File: src/rtl/cic_decimator_mc.sv
// Multi-channel CIC decimator: per-channel integrators, a shared comb stage, and an output FIFO.
// Latency: 2 edges from the frame-end sample to out_valid when the FIFO is empty.
// Backpressure: input is always accepted; a result that finds the FIFO full with no pop is dropped and sets overflow.
module cic_decimator_mc #(
    parameter int INPUT_WIDTH  = 5,
    parameter int OUTPUT_WIDTH = 32,
    parameter int NUM_STAGES   = 4,
    parameter int NUM_CH       = 2,
    parameter int MAX_DEC      = 64,
    parameter int DEFAULT_DEC  = 64,
    parameter int FIFO_DEPTH   = 4,
    localparam int CH_W  = (NUM_CH > 1) ? $clog2(NUM_CH) : 1,
    localparam int DEC_W = $clog2(MAX_DEC) + 1
) (
    input  logic                           clk,
    input  logic                           rst_n,
    input  logic [DEC_W-1:0]               cfg_dec,
    input  logic                           cfg_load,
    input  logic                           in_valid,
    input  logic [CH_W-1:0]                in_chan,
    input  logic signed [INPUT_WIDTH-1:0]  in_data,
    output logic                           out_valid,
    input  logic                           out_ready,
    output logic [CH_W-1:0]                out_chan,
    output logic signed [OUTPUT_WIDTH-1:0] out_data,
    output logic                           overflow
);
    // Internal width carries full CIC bit growth; integrators wrap modulo 2^IW by design.
    localparam int IW   = INPUT_WIDTH + NUM_STAGES * $clog2(MAX_DEC);
    localparam int AW   = (FIFO_DEPTH > 1) ? $clog2(FIFO_DEPTH) : 1;
    localparam int CW   = $clog2(FIFO_DEPTH + 1);

    localparam logic [DEC_W-1:0] DEC_MIN = DEC_W'(2);
    localparam logic [DEC_W-1:0] DEC_MAX = DEC_W'(MAX_DEC);
    localparam logic [DEC_W-1:0] DEC_RST = DEC_W'(DEFAULT_DEC);

    // State
    logic [DEC_W-1:0]     dec_q;
    logic [IW-1:0]        integ_q [NUM_CH][NUM_STAGES];
    logic [DEC_W-1:0]     cnt_q   [NUM_CH];
    logic [IW-1:0]        dly_q   [NUM_CH][NUM_STAGES];
    logic                 comb_go_q;
    logic [IW-1:0]        comb_in_q;
    logic [CH_W-1:0]      comb_ch_q;
    logic [OUTPUT_WIDTH-1:0] fifo_dat_q [FIFO_DEPTH];
    logic [CH_W-1:0]      fifo_ch_q  [FIFO_DEPTH];
    logic [AW-1:0]        wr_ptr_q, rd_ptr_q;
    logic [CW-1:0]        fill_q;
    logic                 overflow_q;

    // Next-state / combinational helpers
    logic [DEC_W-1:0]     dec_d;
    logic                 in_acc;
    logic                 frame_end;
    logic [IW-1:0]        integ_d [NUM_STAGES];
    logic [IW-1:0]        comb_stage_in [NUM_STAGES];
    logic [IW-1:0]        comb_res;
    logic                 fifo_full;
    logic                 pop;
    logic                 push_ok;

    // Clamp the requested ratio into the supported range 2..MAX_DEC.
    always_comb begin
        dec_d = cfg_dec;
        if (cfg_dec < DEC_MIN) dec_d = DEC_MIN;
        else if (cfg_dec > DEC_MAX) dec_d = DEC_MAX;
    end

    // A sample counts only when no soft-clear is happening and its channel tag exists.
    assign in_acc    = in_valid && !cfg_load && (int'(in_chan) < NUM_CH);
    assign frame_end = in_acc && (cnt_q[in_chan] == dec_q - DEC_W'(1));

    // Integrator cascade for the addressed channel: each stage adds the new value of the stage before.
    always_comb begin
        logic [IW-1:0] acc;
        acc = IW'($signed(in_data));
        for (int k = 0; k < NUM_STAGES; k++) begin
            acc        = integ_q[in_chan][k] + acc;
            integ_d[k] = acc;
        end
    end

    // Comb cascade for the channel latched at frame end, using that channel's delay registers.
    always_comb begin
        logic [IW-1:0] c;
        c = comb_in_q;
        for (int k = 0; k < NUM_STAGES; k++) begin
            comb_stage_in[k] = c;
            c = c - dly_q[comb_ch_q][k];
        end
        comb_res = c;
    end

    // Decimation ratio register: reloaded only by cfg_load.
    always_ff @(posedge clk or negedge rst_n) begin
        if (!rst_n) dec_q <= DEC_RST;
        else if (cfg_load) dec_q <= dec_d;
    end

    // Per-channel integrators and frame counters; frame end hands the last stage to the comb input.
    always_ff @(posedge clk or negedge rst_n) begin
        if (!rst_n) begin
            for (int c = 0; c < NUM_CH; c++) begin
                cnt_q[c] <= '0;
                for (int k = 0; k < NUM_STAGES; k++) integ_q[c][k] <= '0;
            end
            comb_go_q <= 1'b0;
            comb_in_q <= '0;
            comb_ch_q <= '0;
        end else if (cfg_load) begin
            for (int c = 0; c < NUM_CH; c++) begin
                cnt_q[c] <= '0;
                for (int k = 0; k < NUM_STAGES; k++) integ_q[c][k] <= '0;
            end
            comb_go_q <= 1'b0;
        end else begin
            comb_go_q <= frame_end;
            if (in_acc) begin
                for (int k = 0; k < NUM_STAGES; k++) integ_q[in_chan][k] <= integ_d[k];
                cnt_q[in_chan] <= frame_end ? '0 : cnt_q[in_chan] + DEC_W'(1);
            end
            if (frame_end) begin
                comb_in_q <= integ_d[NUM_STAGES-1];
                comb_ch_q <= in_chan;
            end
        end
    end

    // Comb delay registers advance once per completed frame of their channel.
    always_ff @(posedge clk or negedge rst_n) begin
        if (!rst_n) begin
            for (int c = 0; c < NUM_CH; c++)
                for (int k = 0; k < NUM_STAGES; k++) dly_q[c][k] <= '0;
        end else if (cfg_load) begin
            for (int c = 0; c < NUM_CH; c++)
                for (int k = 0; k < NUM_STAGES; k++) dly_q[c][k] <= '0;
        end else if (comb_go_q) begin
            for (int k = 0; k < NUM_STAGES; k++) dly_q[comb_ch_q][k] <= comb_stage_in[k];
        end
    end

    assign fifo_full = (fill_q == CW'(FIFO_DEPTH));
    assign out_valid = (fill_q != '0);
    assign pop       = out_valid && out_ready;
    assign push_ok   = comb_go_q && (!fifo_full || pop);

    // Output FIFO: a full FIFO still accepts a push when the head leaves in the same cycle.
    always_ff @(posedge clk or negedge rst_n) begin
        if (!rst_n) begin
            for (int i = 0; i < FIFO_DEPTH; i++) begin
                fifo_dat_q[i] <= '0;
                fifo_ch_q[i]  <= '0;
            end
            wr_ptr_q   <= '0;
            rd_ptr_q   <= '0;
            fill_q     <= '0;
            overflow_q <= 1'b0;
        end else if (cfg_load) begin
            wr_ptr_q   <= '0;
            rd_ptr_q   <= '0;
            fill_q     <= '0;
            overflow_q <= 1'b0;
        end else begin
            if (push_ok) begin
                fifo_dat_q[wr_ptr_q] <= OUTPUT_WIDTH'($signed(comb_res));
                fifo_ch_q[wr_ptr_q]  <= comb_ch_q;
                wr_ptr_q             <= (int'(wr_ptr_q) == FIFO_DEPTH - 1) ? '0 : wr_ptr_q + AW'(1);
            end
            if (pop) begin
                rd_ptr_q <= (int'(rd_ptr_q) == FIFO_DEPTH - 1) ? '0 : rd_ptr_q + AW'(1);
            end
            if (push_ok && !pop)      fill_q <= fill_q + CW'(1);
            else if (!push_ok && pop) fill_q <= fill_q - CW'(1);
            if (comb_go_q && !push_ok) overflow_q <= 1'b1;
        end
    end

    // Head entry is presented only while valid so idle outputs read as zero.
    assign out_data = out_valid ? $signed(fifo_dat_q[rd_ptr_q]) : '0;
    assign out_chan = out_valid ? fifo_ch_q[rd_ptr_q] : '0;
    assign overflow = overflow_q;

endmodule

File: config.mk
export PLATFORM = sky130hd
export DESIGN_NAME = cic_decimator_mc
export DESIGN_NICKNAME = d
export VERILOG_FILES = /design/src/rtl/cic_decimator_mc.sv
export SDC_FILE = /design/constraint.sdc
export NUM_CORES = 1
export LEC_CHECK = 0
export CAP_MARGIN = 20
export CORE_AREA = 2 2 277 279
export CTS_CLUSTER_SIZE = 20
export DETAILED_ROUTE_END_ITERATION = 6
export DIE_AREA = 0 0 279 281
export PLACE_DENSITY = 0.62
export SYNTH_ARGS = -nofsm -noshare
export SYNTH_HDL_FRONTEND = slang
export SYNTH_SLANG_ARGS = --single-unit
File: constraint.sdc
create_clock -name clk -period 23 [get_ports clk]
set_clock_uncertainty 0.15 [all_clocks]
set_input_delay 6.9 -clock clk [delete_from_list [all_inputs] [get_ports clk]]
set_output_delay 6.9 -clock clk [all_outputs]
set_load 0.01 [all_outputs]
==> impl_metrics.yaml <==
status:
  status: "finished, final reports clean"
timing:
  rsz0062_at_grt: "false"
  slew_headroom_pct: 24.4
  max_freq_mhz: 67.2
  finalCritPeriodShare_pct: 64.7
  period_minus_slack_ns: 14.89
  hold_viol: 0
  fin_setup_tns_ns: 0
  setup_violations: 0
  holdWs_ns: 0.325
  drv_slew: 0
  tightest_slew_ns: 1.13
grt:
  grt_max_degree: 167
  gr-total-overflow: 0
  antenna_found_initial: 0
  grtUsageTotal_pct: 22.8
  grt_pass1_wl_um: 148000
  grt_pass1_vias: 28300
clocking:
  cts_setup_buffers: 0
  htreeDepth: 3
  clkSlewWorstSetupHoldPaths_ns: 0.06
  numCtsBuffers: 74
  cts_resized: 0
  clkSinkCount: 644
  cts_tree: "done"
  root_buffer: "clkbuf_16"
  clock_path_buffers: 3
  holdBufCountCts: 0
  clk_latency_ns: 0.64
setup_path:
  crit_type: "input port to register"
  critPathSlowestCell: "buf_4"
  cp_common_cell: "a21oi_1"
  r2r-start: "comb_ch_q"
  r2r_end: "fifo_dat_q[62]"
  cp.arrival_ns: 15.24
  worstSetupEndpointType: "register"
  cp.required_ns: 23.35
  rrSetupSlack_ns: 12.26
  start_kind: "input port"
  cp_max_fo: 61
  reg2reg_depth: 41
  slowest_delay_ns: 0.82
floorplanning:
  die_h_um: 281
  rows: 101
  io_pins: 53
  dieArea_um2: 78400
  die_x_um: 279
  start_util_pct: 49.5
  core_um2: 75400
routing:
  wl_um: 89400
  drc: 0
  wl_per_cell_um: 20.2
  initialDrtViolationCount: 1742
  via_per_inst: 6.11
  dr.pass1.iters: 5
  ant_nets: 0
  vias: 27000
logic_synthesis:
  yosys_register_bits: 644
  avgSynthCellArea_um2: 11.0
  syn_nets: 3653
  synth_area_leaders: "dfrtp_1 (43%), a22o_1 (10%), ha_1 (7.7%), mux2_2 (7.1%), xnor2_1 (3.7%)"
  yosys_most_used_dff: "dfrtp_1"
  yosys_warnings: 0
  synth_top_area_cell: "dfrtp_1"
  synth_area_um2: 37300
  synth_cells: 3396
  synth_edf_count: 0
  synth_top_area_share_pct: 43.1
  yosysSeqAreaShare_pct: 43.2
  yosysUniqueCellTypes: 82
  async_flop_share_pct: 100
placement:
  dp_cells: 4282
  place_congestion: 0.847
  io_buffers: 52
  dp_hpwl_um: 59300
min_path:
  hold_depth: 2
  min_path_type: "register to register"
  hold-path-endpoint: "dly_q[0]"
  hold_start: "dly_q[0]"
job:
  cap_violations: 0
layout:
  nets: 3640
  final_common_cell: "dfrtp_1"
  layout_common_cells: "dfrtp_1 (640), a22o_1 (437), mux2_2 (235), ha_1 (230), a21oi_1 (185)"
  final_cells: 4419
  drive_above_1_share_pct: 13.0
  antenna-diode-count: 0
  area_growth_pct: 10.5
## per-layer routing
metal | vias to the layer above | part of all wire [%] | global-route usage [%]
li1 | 12700 | - | -
met1 | 13800 | 44 | 28.6
met2 | 443 | 50 | 41.0
met3 | 148 | 2.7 | 2.83
met4 | 0 | 2.9 | 6.95
met5 | - | 0 | 0
## synth_stat cells (27+ instances only)
library cell	n
inv_1	98
o21bai_1	30
a21oi_1	189
dfrtp_1	643
a21o_1	104
nand3_1	33
nor2_1	124
and2_1	39
nand2b_1	27
nand2_1	168
mux2i_1	124
xor2_1	63
o21ai_0	184
mux4_2	30
buf_1	30
mux2_2	235
o21a_1	32
clkbuf_1	136
ha_1	230
xnor2_1	159
a22o_1	437
## how the worst max path moves through the flow
| stage | startpoint | end | cells after the start |
|---|---|---|---|
| detailed placement | in_chan | comb_in_q[28] | 31 |
| global placement | in_chan | comb_in_q[28] | 30 |
| global route | in_data[0] | comb_in_q[28] | 35 |
| floorplan | in_chan | comb_in_q[28] | 40 |
| CTS | in_chan | comb_in_q[28] | 31 |
| finish | in_chan | comb_in_q[28] | 31 |
## layout make-up
| cell class | instances | area [um2] |
|---|---|---|
| fill | 6416 | 34200 |
| timing repair buffer | 83 | 828 |
| multi-input combinational | 2482 | 20200 |
| inverter | 98 | 368 |
| tap | 978 | 1220 |
| clock inverter | 24 | 297 |
| sequential | 644 | 16100 |
| clock buffer | 110 | 2170 |
## through the flow
step / cell area (um2) / setup WS [ns] / utilization [%]
6_report: 41300 / 8.11 / 54.7
2_1_floorplan: 37300 / 7.68 / -
5_1_grt: 41300 / 7.56 / 54.7
4_1_cts: 41200 / 8.20 / 54.6
3_3_place_gp: 38700 / 7.61 / 51.3
3_5_place_dp: 38700 / 7.55 / 51.3
## cell families after synthesis
kind of cell	count (synthesis)	share of synthesized area, %
AND/OR/NAND/NOR	510	6.54
buffers and inverters	270	2.75
AO/OA/AOI/OAI	1119	21.8
adder cells (fa/ha/maj)	239	8.19
XOR/XNOR	224	5.30
multiplexers	390	12.3
flip-flops	644	43.2
## flip-flops by register name, summed over array words and instances (netlist names)
name and flops:
comb_ch_q 1, dly_q 232, overflow 1, comb_go_q 1
integ_q 232, wr_ptr_q 2, dec_q 7, rd_ptr_q 2
fifo_dat_q 116, fifo_ch_q 4, comb_in_q 29, fill_q 3
cnt_q 14
## critical path, delay by kind of cell
family                     cells  cell delay [ns]
xor gates and xnor gates       4             0.70
adders and majority gates      3             0.98
AOI/OAI and AO/OA             16             3.52
and+or+nand+nor                3             0.61
buffers and inverters          3             1.74
muxes                          2             0.71
Power is left out: the tool's default activity adds up to more than one toggle a clock period on the data nets, which glitch-free logic cannot reach.
